[src/rtl/cl_axi_dflt_pkg.sv]
// rtl/cl_axi_dflt_pkg.sv - shared types and response codes for the AXI default slave
package cl_axi_dflt_pkg;

    typedef enum logic [1:0] {
        W_IDLE = 2'd0,
        W_DATA = 2'd1,
        W_RESP = 2'd2
    } w_state_e;

    typedef enum logic {
        R_IDLE = 1'b0,
        R_DATA = 1'b1
    } r_state_e;

    localparam logic [1:0] AXI_RESP_OKAY   = 2'b00;
    localparam logic [1:0] AXI_RESP_SLVERR = 2'b10;
    localparam logic [1:0] AXI_RESP_DECERR = 2'b11;

endpackage

[src/rtl/cl_sat_cnt.sv]
// rtl/cl_sat_cnt.sv - saturating incrementer with synchronous active-low clear
module cl_sat_cnt #(
    parameter int W = 16
) (
    input  logic         clk,
    input  logic         clr_n,
    input  logic         inc,
    output logic [W-1:0] cnt
);

    always_ff @(posedge clk) begin
        if (!clr_n) begin
            cnt <= '0;
        end else if (inc && (cnt != {W{1'b1}})) begin
            cnt <= cnt + W'(1);
        end
    end

endmodule

[src/rtl/cl_axi_default_slave.sv]
// rtl/cl_axi_default_slave.sv - AXI4 endpoint that accepts everything and answers with an error response
module cl_axi_default_slave
    import cl_axi_dflt_pkg::*;
#(
    parameter int          ID_WIDTH   = 5,
    parameter int          ADDR_WIDTH = 64,
    parameter int          DATA_WIDTH = 512,
    parameter logic [1:0]  RESP_CODE  = AXI_RESP_DECERR,
    parameter logic [31:0] RD_PATTERN = 32'hDEAD_BEEF,
    parameter int          CNT_WIDTH  = 16
) (
    input  logic                    clk,
    input  logic                    rst_n,
    input  logic [ID_WIDTH-1:0]     awid,
    input  logic [ADDR_WIDTH-1:0]   awaddr,
    input  logic [7:0]              awlen,
    input  logic                    awvalid,
    output logic                    awready,
    input  logic [DATA_WIDTH-1:0]   wdata,
    input  logic [DATA_WIDTH/8-1:0] wstrb,
    input  logic                    wlast,
    input  logic                    wvalid,
    output logic                    wready,
    output logic [ID_WIDTH-1:0]     bid,
    output logic [1:0]              bresp,
    output logic                    bvalid,
    input  logic                    bready,
    input  logic [ID_WIDTH-1:0]     arid,
    input  logic [ADDR_WIDTH-1:0]   araddr,
    input  logic [7:0]              arlen,
    input  logic                    arvalid,
    output logic                    arready,
    output logic [ID_WIDTH-1:0]     rid,
    output logic [DATA_WIDTH-1:0]   rdata,
    output logic [1:0]              rresp,
    output logic                    rlast,
    output logic                    rvalid,
    input  logic                    rready,
    output logic [CNT_WIDTH-1:0]    wr_err_cnt,
    output logic [CNT_WIDTH-1:0]    rd_err_cnt,
    output logic [ADDR_WIDTH-1:0]   last_err_addr,
    output logic                    last_err_is_wr,
    output logic                    wlast_mismatch
);

    w_state_e      w_state, w_next;
    r_state_e      r_state, r_next;
    logic          active_q;
    logic [7:0]    awlen_q;
    logic [7:0]    beat_cnt;
    logic [7:0]    remaining;
    logic          aw_hs, w_hs, b_hs, ar_hs, r_hs;
    logic          unused_inputs;

    assign unused_inputs = ^{wdata, wstrb};

    assign bresp = RESP_CODE;
    assign rresp = RESP_CODE;
    assign rdata = {(DATA_WIDTH/32){RD_PATTERN}};

    assign aw_hs = awvalid & awready;
    assign w_hs  = wvalid & wready;
    assign b_hs  = bvalid & bready;
    assign ar_hs = arvalid & arready;
    assign r_hs  = rvalid & rready;

    // Readies are held low during reset and for the first cycle after it.
    always_ff @(posedge clk) begin
        if (!rst_n) active_q <= 1'b0;
        else        active_q <= 1'b1;
    end

    always_ff @(posedge clk) begin
        if (!rst_n) begin
            w_state        <= W_IDLE;
            bid            <= '0;
            awlen_q        <= '0;
            beat_cnt       <= '0;
            wlast_mismatch <= 1'b0;
        end else begin
            w_state <= w_next;
            if (aw_hs) begin
                bid      <= awid;
                awlen_q  <= awlen;
                beat_cnt <= '0;
            end else if (w_hs) begin
                beat_cnt <= beat_cnt + 8'd1;
            end
            if (w_hs && wlast && (beat_cnt != awlen_q)) wlast_mismatch <= 1'b1;
        end
    end

    always_comb begin
        w_next  = w_state;
        awready = 1'b0;
        wready  = 1'b0;
        bvalid  = 1'b0;
        case (w_state)
            W_IDLE: begin
                awready = active_q;
                if (awvalid && active_q) w_next = W_DATA;
            end
            W_DATA: begin
                wready = 1'b1;
                if (wvalid && wlast) w_next = W_RESP;
            end
            W_RESP: begin
                bvalid = 1'b1;
                if (bready) w_next = W_IDLE;
            end
            default: w_next = W_IDLE;
        endcase
    end

    always_ff @(posedge clk) begin
        if (!rst_n) begin
            r_state   <= R_IDLE;
            rid       <= '0;
            remaining <= '0;
        end else begin
            r_state <= r_next;
            if (ar_hs) begin
                rid       <= arid;
                remaining <= arlen;
            end else if (r_hs && (remaining != 8'd0)) begin
                remaining <= remaining - 8'd1;
            end
        end
    end

    always_comb begin
        r_next  = r_state;
        arready = 1'b0;
        rvalid  = 1'b0;
        rlast   = 1'b0;
        case (r_state)
            R_IDLE: begin
                arready = active_q;
                if (arvalid && active_q) r_next = R_DATA;
            end
            R_DATA: begin
                rvalid = 1'b1;
                rlast  = (remaining == 8'd0);
                if (rready && (remaining == 8'd0)) r_next = R_IDLE;
            end
            default: r_next = R_IDLE;
        endcase
    end

    // A simultaneous AW and AR capture reports the write address.
    always_ff @(posedge clk) begin
        if (!rst_n) begin
            last_err_addr  <= '0;
            last_err_is_wr <= 1'b0;
        end else if (aw_hs) begin
            last_err_addr  <= awaddr;
            last_err_is_wr <= 1'b1;
        end else if (ar_hs) begin
            last_err_addr  <= araddr;
            last_err_is_wr <= 1'b0;
        end
    end

    cl_sat_cnt #(.W(CNT_WIDTH)) u_wr_cnt (
        .clk   (clk),
        .clr_n (rst_n),
        .inc   (b_hs),
        .cnt   (wr_err_cnt)
    );

    cl_sat_cnt #(.W(CNT_WIDTH)) u_rd_cnt (
        .clk   (clk),
        .clr_n (rst_n),
        .inc   (r_hs & rlast),
        .cnt   (rd_err_cnt)
    );

endmodule

[config.mk]
export PLATFORM = sky130hd
export DESIGN_NAME = cl_axi_default_slave
export DESIGN_NICKNAME = d
export VERILOG_FILES = /design/src/rtl/cl_axi_dflt_pkg.sv /design/src/rtl/cl_sat_cnt.sv /design/src/rtl/cl_axi_default_slave.sv
export SDC_FILE = /design/constraint.sdc
export NUM_CORES = 1
export LEC_CHECK = 0
export BUFFER_PORTS_ARGS = -buffer_cell sky130_fd_sc_hd__buf_2
export CAP_MARGIN = 25
export CORE_AREA = 2 2 531 533
export CTS_CLUSTER_SIZE = 30
export DETAILED_ROUTE_END_ITERATION = 7
export DIE_AREA = 0 0 533 535
export PLACE_DENSITY_LB_ADDON = 0.25
export SETUP_SLACK_MARGIN = 0.4
export SLEW_MARGIN = 20
export SYNTH_ARGS = -nofsm -noshare
export SYNTH_HDL_FRONTEND = slang
export SYNTH_SLANG_ARGS = --single-unit
[constraint.sdc]
create_clock -name clk -period 2.12 [get_ports clk]
set_input_delay 0.318 -clock clk [delete_from_list [all_inputs] [get_ports clk]]
set_output_delay 0.318 -clock clk [all_outputs]
set_load 0.05 [all_outputs]
Word-level counts from Yosys, hierarchy flattened
Cells that the tools add are included.
{"block": "totals", "wordCells": 69, "in_bits": 738, "ff_bits": 136, "out_inout_bits": 630}
{"block": "op_classes", "reduce_logical": 16, "n_mux": 20, "eq_ne": 8, "add_sub_neg": 4, "bitwise_logic": 8}
{"cell": "64-bit two-way mux", "n": 2}
{"cell": "16-bit by 1-bit adder with 16-bit output, second input constant", "n": 2}
{"cell": "16-bit != test, second input constant", "n": 2}
{"cell": "8-bit two-way mux", "n": 2}
{"cell": "1-bit two-way mux", "n": 11}
{"cell": "1-bit logical AND", "n": 9}
{"cell": "8-bit by 1-bit adder with 8-bit output, second input constant", "n": 1}
{"cell": "8-bit logical NOT", "n": 1}
{"cell": "8-bit != test", "n": 1}
{"cell": "8-bit nonzero test", "n": 1}
{"cell": "8-bit by 1-bit subtractor with 8-bit output, second input constant", "n": 1}
{"cell": "1-bit bitwise AND", "n": 6}
{"cell": "2-bit two-way mux", "n": 3}
{"cell": "2-bit != test, second input constant", "n": 3}
{"cell": "2-bit one-hot mux with 3 select lines", "n": 1}
{"cell": "2-bit nonzero test", "n": 2}
{"cell": "3-bit AND reduction", "n": 1}
{"cell": "2-bit by 1-bit == test with 1-bit output, second input constant", "n": 1}
{"cell": "2-bit == test, second input constant", "n": 1}
{"cell": "2-bit logical NOT", "n": 1}
{"cell": "1-bit inverter", "n": 2}
{"cell": "1-bit one-hot mux with 2 select lines", "n": 1}
{"cell": "2-bit OR reduction", "n": 1}

Logic depth before layout (Yosys ltp)
{"block": "logic_depth", "word_depth": 5, "ltp_mapped": 8, "depth_no_buf": 7}

Cells and area by module
Synthesis repeated with hierarchy kept, for this count alone.
{"block": "hier_totals", "hier_cells": 1289, "hier_area_um2": 10279.9}
{"module": "cl_axi_default_slave", "n_inst": 1, "seq_area_each_um2": 2082.0, "area_each_um2": 8605.8, "cells_each": 1095}
{"module": "cl_sat_cnt", "n_inst": 2, "seq_area_each_um2": 320.3, "area_each_um2": 837.1, "cells_each": 97}

Least setup slack after synthesis
OpenSTA, ideal clock, no wires.
{"block": "synth_path", "kind": "register to register", "startpoint": "register r_state", "endpoint": "register last_err_addr[0]", "setup_ns": 0.091, "required_ns": 2.029, "path_stages_with_launch": 7, "slack_ns": -0.217, "path_buffers": 2, "period_less_slack_ns": 2.337, "arrival_time_ns": 2.246, "path_cell_list": "dfxtp_1 -> nor2b_1 -> and2_1 -> buf_2 -> buf_2 -> nand2_1 -> a311oi_1"}
{"block": "synth_between", "elab_chain_len": 3}
{"item": "from (decl)", "line": "cl_axi_default_slave.sv:47", "text": "r_state_e r_state, r_next;"}
{"item": "from (signal assigned)", "line": "cl_axi_default_slave.sv:121", "text": "r_state <= r_next;"}
{"item": "1-bit two-way mux", "line": "cl_axi_default_slave.sv:136", "text": "case (r_state)"}
{"item": "via arready", "line": "cl_axi_default_slave.sv:32", "text": "output logic arready,"}
{"item": "1-bit bitwise AND", "line": "cl_axi_default_slave.sv:64", "text": "assign ar_hs = arvalid & arready;"}
{"item": "2-bit nonzero test (no source line)"}
{"item": "to (signal assigned)", "line": "cl_axi_default_slave.sv:156", "text": "last_err_addr <= awaddr;"}
{"item": "to (signal assigned)", "line": "cl_axi_default_slave.sv:159", "text": "last_err_addr <= araddr;"}
{"item": "to (decl)", "line": "cl_axi_default_slave.sv:41", "text": "output logic [ADDR_WIDTH-1:0] last_err_addr,"}
The timed path passes the listed nets, and every way through them passes these cells.
A chain may end at the register's enable or synchronous reset.

Worst setup path in the final report
{"block": "layout_path", "startpoint": "register remaining[1]", "endpoint": "output rlast"}
{"block": "layout_between", "elab_chain_len": 2}
{"item": "from (decl)", "line": "cl_axi_default_slave.sv:51", "text": "logic [7:0] remaining;"}
{"item": "from (signal assigned)", "line": "cl_axi_default_slave.sv:124", "text": "remaining <= arlen;"}
{"item": "from (signal assigned)", "line": "cl_axi_default_slave.sv:126", "text": "remaining <= remaining - 8'd1;"}
{"item": "8-bit logical NOT", "line": "cl_axi_default_slave.sv:143", "text": "rlast = (remaining == 8'd0);"}
{"item": "1-bit two-way mux", "line": "cl_axi_default_slave.sv:136"}
{"item": "to (decl)", "line": "cl_axi_default_slave.sv:36", "text": "output logic rlast,"}
No other way between the ends.

==> metrics.md <==
| Metric | Value |
|---|---|
| Outcome | complete, but fails checks |
| Failing checks | setup timing |
| RSZ-0062 raised after global routing | yes |
| Synth unique cells | 50 |
| Slew HR | around 64% |
| Avg Inst Size Synth | 7.93 um2 |
| HPWL after detailed placement | 34,500 um |
| Die ar. | 0.285 mm2 |
| Initial core utilization | under 10% |
| CTS Buf Count | 21 |
| Area delta synth->final | 90.1% |
| Final #Nets | about 2,500 |
| Fmax | about 0.47 GHz |
| Minimum clock period | roughly 2.1 ns |
| Mapped cell area | around 0.010 mm2 |
| Startpoint class of the critical path | register |
| Core Util, Final | roughly 6.8% |
| Max_cap viols | 0 |
| Post-synthesis simple-gate area fraction | 17.1% |
| Actual slew at the worst max-slew pin | 0.543 ns |
| Area contributors post-synth | buf_4 (39%), dfxtp_1 (27%), nand2_1 (7.0%), a311oi_1 (5.6%), nor2_1 (4.1%) |
| Wirelength, routed | around 51,000 um |
| Die width | between 500 and 600 um |
| Layout cells sized above 1 | a little under two fifths |
| DRC | 0 |
| Mux share of post-synthesis cell area | 0.701% |
| XOR/XNOR Fraction of Synth Area | 3.68% |
| Core area | roughly 0.28 mm2 |
| H-tree depth | 4 |
| CTS root buf | clkbuf_16 |
| # IOs | between 1,000 and 1,500 |
| Largest family of logic cells by synthesized area | buffers and inverters |
| WP data required | 1.80 ns |
| Largest net degree at the start of global routing | between 50 and 60 |
| Area leader, netlist | buf_4 |
| CP Class | register to output port |
| Tcrit/Tclk final | 100% |
| Routed len/inst | around 9.2 um |
| CP max FO | 2 |
| Post-synth EDFFs | 0 |
| Die height | between 500 and 600 um |
| CTS tree | done |
| Initial antenna violation count | 14 |
| Placer Congestion | approximately 0.68 |
| Synth Area in Compound Gates | 9.29% |
| DR pass1 iterations | 4 |
| Via-to-Cell Ratio | ~1.6 |
| Final Hold Fails | 0 |
| Sequential share of the synthesized area | between 20% and 30% |
| Synth Area in Adders | 0.626% |
| Via Count | a little under 9,000 |
| Maximum VDD drop | around 370 uV |
| Critical Path Sink Type | output port |
| Routed Antenna Nets | 0 |
| Clk_skew | about 0.045 ns |
| Fraction of synthesized cell area taken by the top area cell type | 38.7% |
| Post-route setup slack | -0.00862 ns |
| GRT overflow | 0 |
| Power Dens Cells | just under 600 mW/mm2 |
| Clock Path Buffers | 3 |
| Final slew viol count | 0 |
| Port Buffers | between 200 and 300 |
| Static Leak | 0.00723 uW |
| Clock Sinks | between 100 and 150 |
| Synth warnings | 0 |
| First-pass GRT wire length | approximately 62,000 um |
| Worst skew pair latency | between 0.5 and 0.6 ns |
| Mapped Cells | roughly 1,300 |
| Clock slew at reported path FFs | approximately 0.07 ns |
| Vias in the first global route | roughly 7,800 |
| Register bit total from synthesis | between 100 and 150 |
| Rows | roughly 190 |
| Count of final setup violators | 2 |
| Primary FF master, synth | dfxtp_1 |
| Final hold slack | approximately 0.062 ns |
| Async set-reset flop share out of synthesis | 0% |
| CP arrival | between 1.5 and 2 ns |
| Worst Hold Class | input pin to register |
| GRT Util Overall | ~3.2% |
| Initial DRC count | between 200 and 250 |
[kinds of logic (layout without fill, tap and decap cells)]
family,Yosys count,in the layout
compound gates,119,119
xor+xnor,42,42
fa+ha+maj,5,5
buf+inv,572,556
flops,136,136
mux,7,7
other cells,2,522
simple gates,378,378
[layout by cell type (no fill, tap or decap), drive strengths merged, types with 2 or more instances in the layout]
cell type	n
a311oi	64
or3	5
diode	6
bufinv	2
nor3	6
or4	2
dfxtp	136
buf	374
clkinvlp	2
and2	6
mux2i	7
nor4	9
nor4b	2
a211oi	11
clkbuf	31
nand4	9
conb	516
o21ai	6
nand3	13
and3	11
nand2b	5
nor2b	3
ha	5
a31oi	3
nor3b	3
nand2	187
inv	6
xor2	16
nand4b	2
and4	3
nor2	109
clkinv	2
dlygate4sd3	139
xnor2	26
a21oi	31
[sequential cells by signal, indices dropped and copies added (netlist names)]
| signal | cells |
|---|---|
| u_rd_cnt.cnt | 16 |
| wlast_mismatch | 1 |
| active_q | 1 |
| last_err_is_wr | 1 |
| w_state | 2 |
| bid | 5 |
| last_err_addr | 64 |
| rid | 5 |
| r_state | 1 |
| remaining | 8 |
| beat_cnt | 8 |
| awlen_q | 8 |
| u_wr_cnt.cnt | 16 |
[critical path: stages, from the launching register on]
cell and delay, ns:
dfxtp_2 0.32, inv_2 0.08, ha_4 0.13, nor3b_4 0.20, buf_6 0.12, and3_4 0.23, buf_12 0.15
[area by class of cell]
cell class | instances | area, um2
fillers | 32795 | 260000
inverters | 4 | 20.0
multi-input cells | 1067 | 6450
repair buffers | 519 | 4390
diodes | 6 | 15.0
flip-flops and latches | 136 | 2800
clock buffers | 25 | 571
well taps | 3724 | 4660
clock inverters | 8 | 100
[stage by stage]
step | area [um2] | instances | setup slack, ns | total power (uW) | TNS, ns
5_1_grt | 19000 | 5487 | -0.140 | 11700 | -0.209
2_1_floorplan | 12100 | 1775 | 0.400 | 6410 | 0
4_1_cts | 17600 | 5451 | -0.131 | 11100 | -0.131
3_3_place_gp | 14400 | 5242 | 0.169 | 6310 | 0
3_5_place_dp | 14400 | 5242 | 0.167 | 6300 | 0
6_report | 19000 | 5489 | -0.00862 | 11100 | -0.0119
[per-layer routing]
metal / global-route usage [%] / part of all wire, % / vias up
li1: - / - / 4097
met1: 3.39 / 36 / 4123
met3: 1.11 / 7.9 / 57
met4: 1.53 / 2.9 / 2
met2: 5.71 / 53 / 468
met5: 0 / 0.026 / -
[worst paths after layout]
kind / from / to / slack (ns) / cells past startpoint
setup reg to reg: remaining[0]$_SDFFE_PN0P_ / remaining[4]$_SDFFE_PN0P_ / 0 / 10
setup / recovery: remaining[1]$_SDFFE_PN0P_ / rlast / -0.009 / 6
hold / removal: arlen[3] / remaining[3]$_SDFFE_PN0P_ / 0.06 / 3
hold reg to reg: bid[3]$_SDFFE_PN0P_ / bid[3]$_SDFFE_PN0P_ / 0.46 / 2
[report_power, final]
part           total (uW)  switching [uW]  leakage (uW)  internal [uW]
registers            2840             150       0.00113           2690
logic                4290            3290       0.00577            995
clock network        3920            1750      0.000327           2170
total               11100            5190       0.00723           5860
[synthesized netlist by cell type (4+ instances only)]
| cell | n |
|---|---|
| nand4_1 | 8 |
| inv_1 | 4 |
| and3_1 | 10 |
| o21ai_0 | 6 |
| xor2_1 | 16 |
| nand3_1 | 13 |
| mux2i_1 | 7 |
| clkbuf_1 | 31 |
| buf_1 | 5 |
| dfxtp_1 | 136 |
| buf_4 | 516 |
| nand2_1 | 187 |
| a311oi_1 | 64 |
| nor3_1 | 4 |
| and2_1 | 5 |
| nand2b_1 | 5 |
| a211oi_2 | 8 |
| xnor2_1 | 26 |
| nor4_1 | 7 |
| or3_1 | 5 |
| a21oi_1 | 30 |
| buf_2 | 12 |
| ha_1 | 5 |
| nor2_1 | 109 |
[repair_timing]
action	4_1_cts	5_1_grt
hold buffers	139	0
endpoints found under the setup margin	79	113
endpoints found under the hold margin	90	0
resized for setup	187	200
setup buffers	27	25
pin swaps	136	123
gates cloned	10	7
Power figures use the tool's default switching activity.
